$ cat src/rtl/prg_loader_if.sv
// Bundle of HPS ioctl download signals and PET RAM DMA write port for prg_loader.
// The loader connects to the slave modport; whatever feeds files and owns RAM uses master.
interface prg_loader_if;
   logic        ioctl_download;
   logic [7:0]  ioctl_index;
   logic        ioctl_wr;
   logic [24:0] ioctl_addr;
   logic [7:0]  ioctl_dout;
   logic        ioctl_wait;
   logic [14:0] dma_addr;
   logic [7:0]  dma_dout;
   logic        dma_we;
   logic        dma_rdy;
   logic        busy;
   logic        overflow;

   modport slave (
      input  ioctl_download, ioctl_index, ioctl_wr, ioctl_addr, ioctl_dout, dma_rdy,
      output ioctl_wait, dma_addr, dma_dout, dma_we, busy, overflow
   );

   modport master (
      output ioctl_download, ioctl_index, ioctl_wr, ioctl_addr, ioctl_dout, dma_rdy,
      input  ioctl_wait, dma_addr, dma_dout, dma_we, busy, overflow
   );
endinterface

$ cat src/rtl/prg_loader.sv
// Streams a .PRG download (2-byte load address header + data) into PET RAM over a
// stalling DMA write port, then optionally patches the BASIC end-of-program pointers.
module prg_loader #(
   parameter logic [7:0]  INDEX   = 8'h41,
   parameter logic [14:0] RAM_TOP = 15'h7FFF,
   parameter bit          FIXUP   = 1'b1
) (
   input logic         clk,
   input logic         reset_n,
   prg_loader_if.slave bus
);

   typedef enum logic [2:0] {
      S_IDLE, S_HDR_LO, S_HDR_HI, S_DATA, S_WRITE, S_FIXUP, S_DONE
   } state_t;

   localparam logic [15:0] TOP16    = {1'b0, RAM_TOP};
   localparam logic [15:0] END_CAP  = TOP16 + 16'd1;
   localparam logic [14:0] PTR_BASE = 15'h002A;

   state_t      state;
   logic        start_q;
   logic [7:0]  load_lo;
   logic [15:0] cur_addr;
   logic        wrapped;
   logic        skip;
   logic        wait_q;
   logic [2:0]  fix_idx;

   logic        idx_ok;
   logic        wr_ok;
   logic        start_cond;
   logic        data_stb;
   logic        in_range;
   logic [15:0] fix_end;
   state_t      end_state;

   assign idx_ok     = (bus.ioctl_index == INDEX);
   assign wr_ok      = bus.ioctl_wr & idx_ok;
   assign start_cond = bus.ioctl_download & idx_ok;
   assign data_stb   = (state == S_DATA) && bus.ioctl_download && wr_ok && (bus.ioctl_addr > 25'd1);
   assign in_range   = !wrapped && (cur_addr <= TOP16);
   assign fix_end    = (cur_addr > END_CAP) ? END_CAP : cur_addr;
   assign end_state  = FIXUP ? S_FIXUP : S_DONE;

   // The stall must reach the HPS in the very cycle the byte is strobed, so the
   // registered hold is ORed with the live strobe decode.
   assign bus.ioctl_wait = wait_q | data_stb;
   assign bus.busy       = (state != S_IDLE);

   // NOTE: every register here is assigned with <= so all updates land together at the
   // clock edge; a blocking = would let later lines see half-updated state.
   always_ff @(posedge clk or negedge reset_n) begin
      if (!reset_n) begin
         state        <= S_IDLE;
         start_q      <= 1'b1;  // a download already high at release is not a new start
         load_lo      <= '0;
         cur_addr     <= '0;
         wrapped      <= 1'b0;
         skip         <= 1'b0;
         wait_q       <= 1'b0;
         fix_idx      <= '0;
         bus.dma_addr <= '0;
         bus.dma_dout <= '0;
         bus.dma_we   <= 1'b0;
         bus.overflow <= 1'b0;
      end else begin
         start_q <= start_cond;
         case (state)
            S_IDLE: begin
               if (start_cond && !start_q) begin
                  state        <= S_HDR_LO;
                  bus.overflow <= 1'b0;
                  cur_addr     <= '0;
                  wrapped      <= 1'b0;
                  fix_idx      <= '0;
               end
            end
            S_HDR_LO: begin
               if (!bus.ioctl_download) begin
                  state <= S_DONE;
               end else if (wr_ok && bus.ioctl_addr == 25'd0) begin
                  load_lo <= bus.ioctl_dout;
                  state   <= S_HDR_HI;
               end
            end
            S_HDR_HI: begin
               if (!bus.ioctl_download) begin
                  state <= S_DONE;
               end else if (wr_ok && bus.ioctl_addr == 25'd1) begin
                  cur_addr <= {bus.ioctl_dout, load_lo};
                  state    <= S_DATA;
               end
            end
            S_DATA: begin
               if (!bus.ioctl_download) begin
                  state <= end_state;
               end else if (data_stb) begin
                  wait_q <= 1'b1;
                  skip   <= !in_range;
                  state  <= S_WRITE;
                  if (in_range) begin
                     bus.dma_we   <= 1'b1;
                     bus.dma_addr <= cur_addr[14:0];
                     bus.dma_dout <= bus.ioctl_dout;
                  end else begin
                     bus.overflow <= 1'b1;
                  end
               end
            end
            S_WRITE: begin
               // A dropped byte spends exactly one cycle here with no write request.
               if (skip || bus.dma_rdy) begin
                  bus.dma_we <= 1'b0;
                  wait_q     <= 1'b0;
                  cur_addr   <= cur_addr + 16'd1;
                  if (cur_addr == 16'hFFFF) wrapped <= 1'b1;
                  state <= bus.ioctl_download ? S_DATA : end_state;
               end
            end
            S_FIXUP: begin
               if (!bus.dma_we) begin
                  bus.dma_we   <= 1'b1;
                  bus.dma_addr <= PTR_BASE + 15'(fix_idx);
                  bus.dma_dout <= fix_idx[0] ? fix_end[15:8] : fix_end[7:0];
               end else if (bus.dma_rdy) begin
                  bus.dma_we <= 1'b0;
                  if (fix_idx == 3'd5) state <= S_DONE;
                  else                 fix_idx <= fix_idx + 3'd1;
               end
            end
            S_DONE:  state <= S_IDLE;
            default: state <= S_IDLE;
         endcase
      end
   end

endmodule

$ cat src/flat_wrapper.sv
// flat-port wrapper written by rule: the top's interface ports become plain ports
module prg_loader_flat 
#(
   parameter logic [7:0]  INDEX   = 8'h41,
   parameter logic [14:0] RAM_TOP = 15'h7FFF,
   parameter bit          FIXUP   = 1'b1
)
  (clk, reset_n, bus_ioctl_download, bus_ioctl_index, bus_ioctl_wr, bus_ioctl_addr, bus_ioctl_dout, bus_dma_rdy, bus_ioctl_wait, bus_dma_addr, bus_dma_dout, bus_dma_we, bus_busy, bus_overflow);
  prg_loader_if bus_i ();
  input logic clk;
  input logic reset_n;
  input wire logic [$bits(bus_i.ioctl_download)-1:0] bus_ioctl_download;
  input wire logic [$bits(bus_i.ioctl_index)-1:0] bus_ioctl_index;
  input wire logic [$bits(bus_i.ioctl_wr)-1:0] bus_ioctl_wr;
  input wire logic [$bits(bus_i.ioctl_addr)-1:0] bus_ioctl_addr;
  input wire logic [$bits(bus_i.ioctl_dout)-1:0] bus_ioctl_dout;
  input wire logic [$bits(bus_i.dma_rdy)-1:0] bus_dma_rdy;
  output wire logic [$bits(bus_i.ioctl_wait)-1:0] bus_ioctl_wait;
  output wire logic [$bits(bus_i.dma_addr)-1:0] bus_dma_addr;
  output wire logic [$bits(bus_i.dma_dout)-1:0] bus_dma_dout;
  output wire logic [$bits(bus_i.dma_we)-1:0] bus_dma_we;
  output wire logic [$bits(bus_i.busy)-1:0] bus_busy;
  output wire logic [$bits(bus_i.overflow)-1:0] bus_overflow;
  assign bus_i.ioctl_download = bus_ioctl_download;
  assign bus_i.ioctl_index = bus_ioctl_index;
  assign bus_i.ioctl_wr = bus_ioctl_wr;
  assign bus_i.ioctl_addr = bus_ioctl_addr;
  assign bus_i.ioctl_dout = bus_ioctl_dout;
  assign bus_i.dma_rdy = bus_dma_rdy;
  assign bus_ioctl_wait = bus_i.ioctl_wait;
  assign bus_dma_addr = bus_i.dma_addr;
  assign bus_dma_dout = bus_i.dma_dout;
  assign bus_dma_we = bus_i.dma_we;
  assign bus_busy = bus_i.busy;
  assign bus_overflow = bus_i.overflow;
  prg_loader #(.INDEX(INDEX), .RAM_TOP(RAM_TOP), .FIXUP(FIXUP)) u_core (.clk(clk), .reset_n(reset_n), .bus(bus_i));
endmodule
$ cat config.mk
export PLATFORM = sky130hd
export DESIGN_NAME = prg_loader_flat
export DESIGN_NICKNAME = d
export VERILOG_FILES = /design/src/rtl/prg_loader_if.sv /design/src/rtl/prg_loader.sv /design/src/flat_wrapper.sv
export SDC_FILE = /design/constraint.sdc
export NUM_CORES = 1
export LEC_CHECK = 0
export BUFFER_PORTS_ARGS = -buffer_cell sky130_fd_sc_hd__buf_2
export CORE_UTILIZATION = 40
export DETAILED_ROUTE_END_ITERATION = 8
export MAX_ROUTING_LAYER = met4
export PLACE_DENSITY = 0.63
export SLEW_MARGIN = 20
export SYNTH_ARGS = -nofsm -noshare
export SYNTH_HDL_FRONTEND = slang
export SYNTH_SLANG_ARGS = --single-unit
$ cat constraint.sdc
create_clock -name clk -period 2.8 [get_ports clk]
set_input_delay 0 -clock clk [delete_from_list [all_inputs] [get_ports clk]]
set_output_delay 0 -clock clk [all_outputs]
set_load 0.05 [all_outputs]
# == Word level (Yosys, flattened, before mapping) ==
# Cells that the tools add are included.
# totals
register_bits,59
in_bits,46
# op_classes
magnitude_cmp,3
n_reduce_logical,31
n_eq_ne,26
bitwise,3
mux,53
add_sub_neg,3
# op_table
operator,n
2-to-1 mux 16 bit,5
2-to-1 mux 15 bit,4
2-to-1 mux 3 bit,16
case mux 16 bit (3 select lines),1
2-to-1 mux 8 bit,5
case mux 15 bit (2 select lines),1
equality test 25 x 1 -> 1 bit (second input constant),1
greater-than comparator 25 x 1 -> 1 bit (second input constant),1
zero test 25 bit,1
AND reduction 5 bit,5
case mux 3 bit (6 select lines),1
adder 16 x 1 -> 16 bit (second input constant),1
equality test 16 bit (second input constant),1
greater-than comparator 16 bit (second input constant),1
less-or-equal comparator 16 x 15 -> 1 bit (second input constant),1
!= test 2 x 1 -> 1 bit (second input constant),8
case mux 8 bit (2 select lines),1
2-to-1 mux 1 bit,14
!= test 2 bit (second input constant),6
nonzero test 2 bit,5
equality test 3 bit (second input constant),3
!= test 3 x 2 -> 1 bit (second input constant),3
nonzero test 3 bit,3
equality test 8 x 7 -> 1 bit (second input constant),1
other kinds (16),30

# == Longest topological paths before layout ==
# Gate-level depths: netlist of run 1.
# logic_depth
depth_word,7
depth_mapped,8
ltp_nobuf,7

# == Least setup slack after synthesis of run 1 ==
# No wires, ideal clock.
# synth_path
path_kind,register to register
start,register u_core.state[2]
end,register u_core.fix_idx[0]
setup_ps,125
required_ps,2675
slack_ps,885
n_path_buf,1
stages_incl_launch_ff,7
t_arrival_ps,1791
cell_sequence,dfrtp_1 -> clkbuf_1 -> nor3b_1 -> o21ai_0 -> o2bb2ai_1 -> a21oi_1 -> mux2_2
# synth_via
elab_chain_cells,3
elab_cells_between_ends,9
# synth_lines
item,line_no,source
"start, declared",prg_loader.sv:21,state_t state;
"start signal, assigned",prg_loader.sv:97,state <= end_state;
"start signal, assigned",prg_loader.sv:118,state <= bus.ioctl_download ? S_DATA : end_state;
equality test 3 bit / zero test 3 bit (equally long branches),prg_loader.sv:69,case (state)
"!= test 2 x 1 -> 1 bit (no line), or another cell as far along",--,
AND reduction 5 bit (no line),--,
"end signal, assigned",prg_loader.sv:129,else fix_idx <= fix_idx + 3'd1;
"end, declared",prg_loader.sv:28,logic [2:0] fix_idx;
# Parallel ways exist; a longest one is shown, timed or not.
# A chain may end at the register's enable or synchronous reset.

# == Worst setup path after layout of run 1 ==
# layout_path
start,register u_core.state[2]
end,register u_core.cur_addr[6]
# layout_via
elab_chain_cells,3
elab_cells_between_ends,10
# layout_lines
item,line_no,source
"equality test 3 x 2 -> 1 bit, or another cell as far along",prg_loader.sv:69,
"!= test 2 x 1 -> 1 bit (no line), or another cell as far along",--,
AND reduction 5 bit (no line),--,
"end signal, assigned",prg_loader.sv:91,"cur_addr <= {bus.ioctl_dout, load_lo};"
"end signal, assigned",prg_loader.sv:116,cur_addr <= cur_addr + 16'd1;
"end, declared",prg_loader.sv:24,logic [15:0] cur_addr;
# Parallel ways exist; a longest one is shown, timed or not.

==> results.py, run 1 <==
metrics = {
    "outcome": {
        "status": "finished, final reports clean",
    },
    "setup_path": {
        "slowest_stage": "dfrtp_1",
        "worstPathArrival_ns": 2.39,
        "startpoint": "u_core.state[2]",
        "crit_fanout": 14,
        "regToRegStartpoint": "u_core.state[2]",
        "cp.required_ns": 3.01,
        "crit_buf_inv": 1,
        "path_class": "reg2reg",
        "worstPathCellList": "inv_1, o21ai_0, o21ba_2, and4_1, o22ai_1",
        "cp-start-kind": "flip-flop",
        "crit_family": "compound AO/OA/AOI/OAI gates",
        "slowest_delay_ns": 0.59,
        "worstSetupEndpointType": "flip-flop",
    },
    "pwr": {
        "seq_power_share": 0.332,
        "p_clk_frac": 0.188,
        "power_density_nw_per_um2": 965,
        "comb_power_share": 0.480,
        "worst_ir_drop_vdd_v": 0.000531,
        "p_int_w": 0.00223,
        "p_switching_w": 0.00198,
        "power_switching_share": 0.470,
        "power_leakage_nw": 2.06,
    },
    "clock_network": {
        "ctsResizeCount": 0,
        "cts_sinks": 59,
        "clkLatencyLatePin_ns": 0.33,
        "clkTransAtPathRegs_ns": 0.06,
        "cts_buffer_depth": 2,
        "cts-root-buf": "clkbuf_8",
        "cts_buffers": 9,
        "hold_buffers": 11,
        "postCtsSetupRepairBufs": 0,
        "htree_levels": 3,
        "cts_tree": "built",
    },
    "drt": {
        "vias_per_cell": 5.77,
        "drc": 0,
        "firstDrtPassIters": 7,
        "wl_per_cell_um": 17.0,
        "vias": 3324,
        "postRouteAntennaNets": 0,
        "drt_iter0_markers": 313,
        "routed_wl_um": 9810,
    },
    "sta": {
        "slew_headroom": 0.553,
        "hold_viol": 0,
        "fin_skew_ns": 0.00436,
        "fin_crit_sh": 0.780,
        "setup_slack_ns": 0.615,
        "clock.fmax_mhz": 458,
        "tightest_slew_ns": 0.669,
        "rsz0062_at_grt": "no",
        "final_max_slew_viol_count": 0,
        "finalSetupViolations": 0,
        "setup_tns_ns": 0,
        "finalCriticalPeriod_ns": 2.18,
    },
    "logic_synthesis": {
        "avgSynthCellArea_um2": 9.28,
        "syn_nets": 436,
        "netlist_area_um2": 3570,
        "yosysTopAreaCell": "dfrtp_1",
        "synth_most_common_cell": "dfrtp_1",
        "synth.distinct_cells": 55,
        "synthFlopType": "dfrtp_1",
        "ys_seq_area_frac": 0.414,
        "postSynthCellCount": 385,
        "synth_top_area_frac": 0.406,
        "synth_edf_count": 0,
        "ys_warn_count": 0,
        "ys_seq_elements": 59,
        "async_reset_ff_frac": 1.00,
        "ys_top_cells_by_count": "dfrtp_1 (58), nand2_1 (42), mux2_2 (25), o21ai_0 (25), nor2_1 (23)",
        "synthTopCellsByArea": "dfrtp_1 (41%), mux2_2 (7.9%), mux2i_1 (5.3%)",
    },
    "worst_hold_path": {
        "hold_path.startpoint": "bus_dma_rdy",
        "hold_path.class": "in2reg",
    },
    "final_layout": {
        "drive_gt1_frac": 0.295,
        "finalNonFillerCells": 576,
        "area_growth_syn_to_layout_pct": 21.9,
        "nFillCells": 848,
        "layout.nets": 516,
        "antenna_cells": 0,
    },
    "grt": {
        "grt_pass1_vias": 3193,
        "grt_max_degree": 40,
        "grt-ovfl-total": 0,
        "grt_use_total": 0.235,
        "grt_pass1_wl_um": 16100,
        "antenna_found_initial": 0,
    },
    "die": {
        "core-area_um2": 8680,
        "pin_count": 73,
        "row_count": 34,
        "dieWidth_um": 96.5,
        "initial_utilization": 0.411,
        "dieArea_um2": 9310,
        "die_h_um": 96.5,
    },
    "job": {
        "cap_violations": 0,
    },
    "place": {
        "gp_congestion": 0.938,
        "place_inst": 551,
        "place_ws_ns": 0.576,
        "dp_hpwl_um": 7010,
        "io_buffers": 72,
    },
}
[power groups by stage]
stage	logic, W	clock network (W)	registers, W
finish	0.00202	0.000789	0.00140
global route	0.00218	0.000852	0.00144
CTS	0.00201	0.000812	0.00139
detailed placement	0.00199	0	0.00140
global placement	0.00199	0	0.00139
floorplan	0.00107	0	0.00181
[kinds of logic after synthesis]
| group | synth area share |
|---|---|
| and+or+nand+nor | 0.209 |
| AOI/OAI and AO/OA | 0.175 |
| DFF | 0.414 |
| buffers and inverters | 0.0529 |
| muxes | 0.132 |
| adders and majority gates | 0.0175 |
[registers in the layout, summed over array words and instances (netlist names)]
register and flops:
u_core.bus.dma_addr 15, u_core.skip 1, u_core.wait_q 1, u_core.load_lo 8, u_core.state 3, u_core.cur_addr 16
u_core.bus.dma_dout 8, u_core.bus.dma_we 1, u_core.fix_idx 3, u_core.start_q 1, u_core.bus.overflow 1, u_core.wrapped 1
[placed cells by master (no fill, tap or decap), drive strengths merged, types with 8 or more instances in the layout]
cell,Yosys,final
nand4,8,8
o2bb2ai,8,8
clkbuf,21,12
nand3,11,11
buf,5,84
mux2i,19,19
nand2,43,43
a21oi,22,22
dlygate4sd3,0,11
nor4,17,17
o21ai,25,25
nor2,23,23
dfrtp,58,58
mux2,25,25
inv,20,20
[worst reg2reg max path: stages (launching register included)]
cell     delay [ns]
dfrtp_1        0.59
inv_1          0.16
o21ai_0        0.37
o21ba_2        0.39
and4_1         0.41
o22ai_1        0.14
[routing by layer]
metal	global-route usage	part of all wire
met3	0.0423	0.069
met2	0.359	0.47
met4	0.0870	0.018
met1	0.311	0.44
met5	-	0
[path summary, 6_finish.rpt]
check	end	slack, ns	cells past startpoint
min in group asynchronous	u_core.bus.dma_dout[6]	0.14	2
worst min register to register	u_core.bus.dma_addr[2]	0.50	1
max in group asynchronous	u_core.start_q	1.75	3
worst min-delay path	u_core.bus.dma_we	0.03	4
worst max register to register	u_core.cur_addr[6]	0.62	5
worst max-delay path	u_core.cur_addr[6]	0.62	5
[through the flow]
step,util,hold WS (ns),cell area [µm²],power (W)
global placement,0.466,-0.0185,4040,0.00338
floorplan,-,-0.296,3570,0.00288
CTS,0.502,0.0144,4350,0.00421
global route,0.502,0.0763,4350,0.00447
detailed placement,0.466,-0.0180,4040,0.00339
finish,0.502,0.0333,4350,0.00420
[layout make-up]
type                    instances  area (µm²)  area share
repair buffers                 95         561       0.129
well taps                     108         135      0.0310
clock buffers                  12         165      0.0379
flip-flops and latches         59        1480       0.339
multi-input cells             280        1900       0.437
inverters                      20        75.1      0.0172
clock inverters                 2        35.0     0.00805
No activity file was read; power rests on OpenSTA's default activity.
==> run 2: changes to the inputs <==
clock period = 2.16 ns   (was 2.8 ns; I/O delays follow)
==> run 2 against run 1 <==
Net effect: count of clock-buffer cells in the layout did not move; final area rose by 3.4%; sequential share of layout area fell by 1.1 points; clock power rose by 7.4%; non-clock buffer count rose by 21; critical path depth rose by 1; hold slack improved by 0.0031 ns; cell count rose by 3.8%; combinational power rose by 45%; wire length rose by 3.0%; die area did not move; first-iteration DRC count fell by 4.8%; largest power group unchanged.
==> results.py, run 2 (synthesized netlist as in run 1, its figures left out) <==
metrics = {
    "final_layout": {
        "final_util": 0.518,
        "fin_area_um2": 4500,
        "antenna_cells": 0,
        "layout_common_cells": "buf_2 (72), dfrtp_1 (58), nand2_1 (42)",
        "largest_reg_flops": 16,
        "top_register": "u_core.cur_addr",
        "nFillCells": 849,
        "layout.nets": 537,
        "area_growth_syn_to_layout_pct": 26.0,
        "final_common_cell": "buf_2",
        "drive_gt1_frac": 0.327,
        "largestRegisters": "u_core.cur_addr x16, u_core.bus.dma_addr x15",
    },
    "pwr": {
        "power_leakage_nw": 2.15,
        "worst_ir_drop_vdd_v": 0.000529,
        "power_density_nw_per_um2": 1210,
    },
    "grt": {
        "grt_max_degree": 60,
        "grt_use_total": 0.243,
        "grt_pass1_vias": 3359,
        "grt-ovfl-total": 0,
        "grt_pass1_wl_um": 16700,
        "antenna_found_initial": 0,
    },
    "drt": {
        "drt_iter0_markers": 298,
        "drc": 0,
        "vias": 3418,
        "wl_per_cell_um": 16.9,
        "postRouteAntennaNets": 0,
        "routed_wl_um": 10100,
        "vias_per_cell": 5.72,
        "firstDrtPassIters": 7,
    },
    "sta": {
        "finalSetupViolations": 0,
        "fin_crit_sh": 0.954,
        "slew_headroom": 0.678,
        "setup_tns_ns": 0,
        "final_max_slew_viol_count": 0,
        "fin_skew_ns": 0.00768,
        "finalCriticalPeriod_ns": 2.06,
        "clock.fmax_mhz": 485,
        "tightest_slew_ns": 0.483,
        "hold_viol": 0,
    },
    "setup_path": {
        "cp-start-kind": "flip-flop",
        "worstSetupEndpointType": "flip-flop",
        "worstPathArrival_ns": 2.28,
        "crit_fanout": 5,
        "path_class": "reg2reg",
        "cp.required_ns": 2.38,
    },
    "clock_network": {
        "cts_buffers": 9,
        "cts_buffer_depth": 2,
        "htree_levels": 3,
        "cts_tree": "built",
        "clkTransAtPathRegs_ns": 0.06,
        "cts-root-buf": "clkbuf_8",
        "clkLatencyLatePin_ns": 0.34,
        "cts_sinks": 59,
    },
    "place": {
        "gp_congestion": 0.898,
        "dpl_cell_area_um2": 4230,
        "io_buffers": 72,
        "dp_hpwl_um": 7310,
    },
    "die": {
        "core-area_um2": 8680,
        "pin_count": 73,
        "dieArea_um2": 9310,
        "dieWidth_um": 96.5,
        "initial_utilization": 0.411,
        "row_count": 34,
        "die_h_um": 96.5,
    },
    "worst_hold_path": {
        "hold_path.class": "in2reg",
    },
    "job": {
        "cap_violations": 0,
    },
    "outcome": {
        "status": "finished, final reports clean",
    },
}
-- run 2: cell count changes in the layout (fill, tap and decap cells not counted), sizes merged --
cell / change
buf: +22
dlygate4sd3: -1
bufinv: -1
clkinv: +2
-- run 2: routing by layer --
metal  routed length [µm]  GRT usage  vias up
li1                     -          -     1618
met1                 4460      0.316     1630
met4                  189     0.0882        0
met2                 4850      0.370      152
met3                  598     0.0571       18
met5                    0          -        -
-- run 2: worst paths after layout --
check / from / to / slack [ns] / cells after the start
min: bus_dma_rdy / u_core.bus.dma_we / 0.04 / 4
max reg2reg: u_core.cur_addr[0] / u_core.fix_idx[1] / 0.1 / 6
max: u_core.cur_addr[0] / u_core.fix_idx[1] / 0.1 / 6
max in group asynchronous: reset_n / u_core.start_q / 1.65 / 3
min in group asynchronous: reset_n / u_core.bus.dma_addr[14] / 0.19 / 3
min reg2reg: u_core.bus.dma_addr[3] / u_core.bus.dma_addr[3] / 0.50 / 1
-- run 2: metrics by stage --
stage	hold slack, ns	setup slack [ns]	power (W)	instances
after floorplan	-0.296	0.245	0.00373	385
after global placement	0.0291	0.227	0.00454	573
after detailed placement	0.0332	0.0853	0.00458	573
after CTS	0.0207	0.0493	0.00546	598
after global routing	0.0581	-0.0766	0.00581	598
final	0.0364	0.0986	0.00544	598
-- run 2: layout make-up --
cell class	instances	area [µm²]	share of cell area
clock inverters	3	15.0	0.00334
clock buffers	12	145	0.0323
inverters	20	75.1	0.0167
well taps	108	135	0.0300
multi-input cells	280	1910	0.425
repair buffers	116	741	0.165
flip-flops and latches	59	1480	0.328
-- run 2: report_power, final --
group | leakage, nW | total [W] | switching (W) | internal [W]
Combinational | 1.28 | 0.00292 | 0.00194 | 0.000979
Sequential | 0.786 | 0.00167 | 0.000246 | 0.00143
Clock | 0.0860 | 0.000847 | 0.000411 | 0.000435
-- run 2: repair_timing --
action                                 in CTS  in global routing
endpoints found under the hold margin      70                  0
setup buffers                               0                  0
hold buffers                               10                  0
resized for setup                           0                  1
setup endpoints to repair                   0                  3
-- run 2: worst max-delay path: stages, from the launching register on --
cell	delay, ns
dfrtp_1	0.40
ha_1	0.24
nand3_1	0.14
nor4_2	0.41
o2bb2ai_1	0.14
a21oi_1	0.24
mux2_2	0.36
